File: src/rtl/sequence_generator_pkg.sv
// ============================================================================
// Module      : sequence_generator_pkg
// Description : Shared types and constants for the serial pattern generator.
//               SEQGEN_PARITY_EN adds an even-parity slot to every pass.
// Revision    : 1.0 - initial release
// ============================================================================
`default_nettype none

package sequence_generator_pkg;

  typedef enum logic [1:0] {
    IDLE  = 2'd0,
    SHIFT = 2'd1,
    DONE  = 2'd2
  } state_t;

  localparam int DEFAULT_PATTERN_W = 5;
  localparam int DEFAULT_COUNT_W   = 4;

`ifdef SEQGEN_PARITY_EN
  localparam int PARITY_SLOTS = 1;
`else
  localparam int PARITY_SLOTS = 0;
`endif

  localparam int DEFAULT_PASS_LEN = DEFAULT_PATTERN_W + PARITY_SLOTS;

endpackage

`default_nettype wire

File: src/rtl/seqgen_shift_reg.sv
// ============================================================================
// Module      : seqgen_shift_reg
// Description : Loadable MSB-first shift register; load has priority over shift.
// Revision    : 1.0 - initial release
// ============================================================================
`default_nettype none

module seqgen_shift_reg #(
  parameter int PATTERN_W = 5
) (
  input  logic                 clk,
  input  logic                 rst_n,
  input  logic                 i_load,
  input  logic                 i_shift,
  input  logic [PATTERN_W-1:0] i_data,
  output logic                 o_msb
);

  logic [PATTERN_W-1:0] r_q;

  always_ff @(posedge clk or negedge rst_n) begin
    if (!rst_n) begin
      r_q <= '0;
    end else if (i_load) begin
      r_q <= i_data;
    end else if (i_shift) begin
      r_q <= {r_q[PATTERN_W-2:0], 1'b0};
    end
  end

  assign o_msb = r_q[PATTERN_W-1];

endmodule

`default_nettype wire

File: src/rtl/sequence_generator.sv
// ============================================================================
// Module      : sequence_generator
// Description : Serial pattern transmitter, MSB-first, (repeat+1) contiguous
//               passes then a done pulse. SEQGEN_PARITY_EN appends a parity bit.
// Revision    : 1.0 - initial release
// ============================================================================
`default_nettype none

module sequence_generator
  import sequence_generator_pkg::*;
#(
  parameter int PATTERN_W = DEFAULT_PATTERN_W,
  parameter int COUNT_W   = DEFAULT_COUNT_W
) (
  input  logic                 clk,
  input  logic                 rst_n,
  input  logic [PATTERN_W-1:0] pattern_i,
  input  logic [COUNT_W-1:0]   repeat_i,
  input  logic                 start_valid,
  output logic                 start_ready,
  output logic                 sequence_out,
  output logic                 bit_valid,
  output logic                 busy,
  output logic                 done
);

  localparam int C_PASS_LEN  = PATTERN_W + PARITY_SLOTS;
  localparam int C_BIT_CNT_W = (C_PASS_LEN > 1) ? $clog2(C_PASS_LEN) : 1;
  localparam logic [C_BIT_CNT_W-1:0] C_LAST_BIT = C_BIT_CNT_W'(C_PASS_LEN - 1);
`ifdef SEQGEN_PARITY_EN
  localparam logic [C_BIT_CNT_W-1:0] C_PARITY_SLOT = C_BIT_CNT_W'(PATTERN_W);
`endif

  state_t                 r_state;
  state_t                 w_state_nxt;
  logic [PATTERN_W-1:0]   r_pattern;
  logic [COUNT_W-1:0]     r_pass_cnt;
  logic [C_BIT_CNT_W-1:0] r_bit_cnt;

  logic                 w_handshake;
  logic                 w_in_shift;
  logic                 w_last_bit;
  logic                 w_reload;
  logic                 w_load;
  logic                 w_shift;
  logic [PATTERN_W-1:0] w_load_data;
  logic                 w_msb;
  logic                 w_serial;

  assign w_handshake = start_valid && (r_state == IDLE);
  assign w_in_shift  = (r_state == SHIFT);
  assign w_last_bit  = w_in_shift && (r_bit_cnt == C_LAST_BIT);
  assign w_reload    = w_last_bit && (r_pass_cnt != '0);
  assign w_load      = w_handshake || w_reload;
  assign w_shift     = w_in_shift && !w_last_bit;
  assign w_load_data = w_handshake ? pattern_i : r_pattern;

  always_ff @(posedge clk or negedge rst_n) begin
    if (!rst_n) begin
      r_state <= IDLE;
    end else begin
      r_state <= w_state_nxt;
    end
  end

  always_comb begin
    w_state_nxt = r_state;
    case (r_state)
      IDLE:    if (w_handshake) w_state_nxt = SHIFT;
      SHIFT:   if (w_last_bit && (r_pass_cnt == '0)) w_state_nxt = DONE;
      DONE:    w_state_nxt = IDLE;
      default: w_state_nxt = IDLE;
    endcase
  end

  // Pass counter saturates at zero; the final pass leaves it untouched.
  always_ff @(posedge clk or negedge rst_n) begin
    if (!rst_n) begin
      r_pattern  <= '0;
      r_pass_cnt <= '0;
      r_bit_cnt  <= '0;
    end else if (w_handshake) begin
      r_pattern  <= pattern_i;
      r_pass_cnt <= repeat_i;
      r_bit_cnt  <= '0;
    end else if (w_in_shift) begin
      if (w_last_bit) begin
        r_bit_cnt <= '0;
        if (r_pass_cnt != '0) begin
          r_pass_cnt <= r_pass_cnt - 1'b1;
        end
      end else begin
        r_bit_cnt <= r_bit_cnt + 1'b1;
      end
    end
  end

  seqgen_shift_reg #(
    .PATTERN_W (PATTERN_W)
  ) u_shift_reg (
    .clk     (clk),
    .rst_n   (rst_n),
    .i_load  (w_load),
    .i_shift (w_shift),
    .i_data  (w_load_data),
    .o_msb   (w_msb)
  );

`ifdef SEQGEN_PARITY_EN
  assign w_serial = (r_bit_cnt == C_PARITY_SLOT) ? (^r_pattern) : w_msb;
`else
  assign w_serial = w_msb;
`endif

  // Outputs decode registered state only, so no input reaches an output combinationally.
  always_comb begin
    start_ready  = 1'b0;
    sequence_out = 1'b0;
    bit_valid    = 1'b0;
    busy         = 1'b0;
    done         = 1'b0;
    case (r_state)
      IDLE: begin
        start_ready = 1'b1;
      end
      SHIFT: begin
        sequence_out = w_serial;
        bit_valid    = 1'b1;
        busy         = 1'b1;
      end
      DONE: begin
        busy = 1'b1;
        done = 1'b1;
      end
      default: begin
        start_ready = 1'b0;
      end
    endcase
  end

endmodule

`default_nettype wire

File: config.mk
export PLATFORM = sky130hd
export DESIGN_NAME = sequence_generator
export DESIGN_NICKNAME = d
export VERILOG_FILES = /design/src/rtl/sequence_generator_pkg.sv /design/src/rtl/seqgen_shift_reg.sv /design/src/rtl/sequence_generator.sv
export SDC_FILE = /design/constraint.sdc
export NUM_CORES = 1
export LEC_CHECK = 0
export BUFFER_PORTS_ARGS = -buffer_cell sky130_fd_sc_hd__buf_2
export CORE_MARGIN = 5
export CORE_UTILIZATION = 40
export CTS_CLUSTER_SIZE = 16
export DETAILED_ROUTE_END_ITERATION = 10
export PLACE_DENSITY = 0.66
export SLEW_MARGIN = 10
export SYNTH_ARGS = -nofsm -noshare
export SYNTH_HDL_FRONTEND = slang
export SYNTH_SLANG_ARGS = --single-unit
export TNS_END_PERCENT = 20
File: constraint.sdc
create_clock -name clk -period 1.7 [get_ports clk]
set_clock_uncertainty 0.1 [all_clocks]
set_input_delay 0.17 -clock clk [delete_from_list [all_inputs] [get_ports clk]]
set_output_delay 0.17 -clock clk [all_outputs]
set_load 0.05 [all_outputs]
==> results.tsv <==
stage	metric	value	unit
sta	drv_slew	0	
power	p_leak	0.720	nW
sta	fmaxAchievable	564	MHz
detailed_routing	wl_per_cell	14.3	um
worst_setup_path	critPathLaunchType	flip-flop	
cells_and_area	finalNetCount	169	
floorplan	dieHeight	61.5	um
detailed_routing	top_layer	met4	
detailed_routing	wl_met1	1160	um
cells_and_area	finalCoreUtilization	62.2	%
sta	setup_violations	3	
worst_setup_path	crit_type	flip-flop to flip-flop	
logic_synthesis	ys.flop_type	dfrtp_1	
sta	final_hold_viol_count	0	
logic_synthesis	synthCells	105	
logic_synthesis	synth.distinct_cells	32	
sta	finalCritPeriodShare	104	%
outcome	violations	negative setup slack	
global_routing	grt_pass1_vias	899	
sta	timing_worst_slew_pin_value	442	ps
detailed_routing	vias	936	
sta	min_period	1770	ps
global_routing	grt_util_all_layers	15.0	%
job	max-cap-violations	0	
logic_synthesis	synth_top_area_share	44.8	%
clock_tree	clock_sinks	19	
detailed_routing	wl_met2	1240	um
cells_and_area	drive_gt1_share	46.3	%
power	ir_worst_vdd	1.09	mV
detailed_routing	via_per_inst	5.23	
detailed_routing	first_pass_iters	4	
detailed_routing	ant_nets	0	
worst_setup_path	r2r-start	r_pass_cnt[1]	
place	dp.cells	161	
worst_setup_path	worst_setup_path_end_kind	flip-flop	
place	io_buffers	16	
sta	whs	6.06	ps
global_routing	grt_max_degree	21	
floorplan	num_rows	18	
place	dp_hpwl	1730	um
clock_tree	root_buffer	clkbuf_4	
logic_synthesis	synth_area	1060	um2
clock_tree	tritoncts	yes	
logic_synthesis	syn_nets	124	
hold_path	holdPathStages	3	
detailed_routing	drt_iter0_drc	45	
detailed_routing	route.detailed.drc	0	
clock_tree	clockBufferDepth	2	
outcome	outcome	complete, but fails checks	
worst_setup_path	r2r-end	r_state[0]	
logic_synthesis	yosys.area.top_type	dfrtp_1	
worst_setup_path	rr_worst_depth	5	
worst_setup_path	crit_fanout	4	
cells_and_area	fin_area	1560	um2
floorplan	initial_core_util	42.5	%
logic_synthesis	ys_ff_latch	19	
cells_and_area	syn_to_final_growth	46.4	%
clock_tree	cts_buffers	3	
power	total_power	2.70	mW
clock_tree	clk_pin_slew_worst_paths	120	ps
floorplan	die_x	61.5	um
worst_setup_path	critPathRequiredTime	1800	ps
hold_path	whs_endpoint	r_pattern[0]	
global_routing	antenna_found_initial	0	
floorplan	ios	17	
floorplan	design.die.area	3790	um2
global_routing	grt_pass1_wl	4130	um
sta	rsz0062_at_grt	true	
worst_setup_path	worstPathArrival	1880	ps
cells_and_area	antennaDiodeCount	0	
clock_tree	htree_levels	1	
logic_synthesis	yosys-top-cells-area	dfrtp_1 (45%), ha_1 (8.2%), mux2i_1 (4.7%), mux2_2 (4.2%), nand3_1 (3.8%)	
logic_synthesis	synth-edff-count	0	
floorplan	core_area	2500	um2
clock_tree	clk_latency	300	ps
logic_synthesis	synthArstFlopShare	100	%
worst_setup_path	r2r_setup_slack	-70	ps
detailed_routing	drt_wl_total	2570	um
place	finalWeightedCongestion	0.779	
hold_path	hp-class	input pin to flip-flop	
cells_and_area	final_cells	179	
power	power_density	1740	nW/um2
logic_synthesis	seq_area_frac_synth	44.8	%
detailed_routing	route.met3.wl	137	um
global_routing	grt_remaining_overflow	0	
sta	worst_slack	-74.3	ps
hold_path	hp-start	pattern_i[0]	
logic_synthesis	yosys_warnings	0	
place	detailed_place.area	1320	um2
sta	maxSlewHeadroom	70.5	%
logic_synthesis	syn_area_per_cell	10.1	um2
==> per-layer routing <==
layer / GRT usage, % / vias to the layer above
li1: - / 461
met2: 23.0 / 24
met5: 0 / -
met4: 5.45 / 0
met1: 20.6 / 447
met3: 3.56 / 4
==> cell usage after synthesis (3+ instances only) <==
cell type,n
a21oi_1,4
nand2_1,5
nand3_1,8
dfrtp_1,19
nor2_1,8
mux2_2,4
o221ai_1,3
ha_1,7
mux2i_1,5
o21ai_0,3
inv_1,10
or3_1,3
a31oi_1,4
==> through the flow <==
step / TNS, ps / setup WS, ps
final: -164 / -74.3
after global routing: -678 / -115
after CTS: -110 / -88.9
after floorplan: -80.1 / -34.1
after detailed placement: -253 / -96.4
after global placement: -77.5 / -55.9
==> registers in the layout, indices dropped and copies added, names as in the netlist <==
name,cells
u_shift_reg.r_q,5
r_bit_cnt,3
r_pattern,5
r_state,2
r_pass_cnt,4
==> layout make-up <==
class	count	area, um2
Tap cell	30	37.5
Sequential cell	19	475
Clock inverter	1	5.00
Clock buffer	3	22.5
Timing Repair Buffer	44	349
Fill cell	211	945
Multi-Input combinational cell	72	628
Inverter	10	37.5
==> logic make-up after synthesis <==
logic type	Yosys count	synth area share, %
AOI/OAI and AO/OA	20	13.2
adders and majority gates	7	8.24
buffers and inverters	14	5.54
DFF	19	44.8
muxes	9	8.95
and+or+nand+nor	36	19.3
==> what timing repair did <==
action | 4_1_cts | 5_1_grt
resized for setup | 10 | 14
setup buffers | 3 | 8
hold buffers | 3 | 0
endpoints found under the hold margin | 21 | 0
pin swaps | 4 | 5
endpoints found under the setup margin | 9 | 15
==> report_power, final <==
| part | leakage, nW | switching (mW) | internal (mW) | total [mW] |
|---|---|---|---|---|
| Clock | 0.0177 | 0.151 | 0.0877 | 0.239 |
| Combinational | 0.472 | 0.779 | 0.834 | 1.61 |
| Sequential | 0.231 | 0.190 | 0.658 | 0.848 |
==> worst max path at each step <==
| stage | startpoint | endpoint | depth (start not counted) |
|---|---|---|---|
| floorplan | r_pass_cnt[0] | u_shift_reg.r_q[3] | 5 |
| global placement | r_pass_cnt[0] | r_state[0] | 5 |
| detailed placement | r_pass_cnt[0] | r_state[0] | 5 |
| CTS | r_pass_cnt[1] | r_state[0] | 5 |
| global route | r_pass_cnt[1] | r_state[0] | 5 |
| finish | r_pass_cnt[1] | r_state[0] | 5 |
==> critical path, stage by stage (launching register included) <==
cell	delay [ps]
dfrtp_1	430
inv_2	80
ha_4	130
or3b_4	400
a211oi_2	220
mux2_4	320
==> layout by cell type (no fill, tap or decap), types with 4 or more instances in the layout <==
cell and count:
buf_4 21, nor2_1 7, inv_2 4, clkbuf_4 4, nand2_1 5, buf_2 13
a21oi_1 4, a31oi_1 4, nand3_1 8, dfrtp_1 19, inv_1 6
Note: power is estimated with default switching activity, not from simulation.
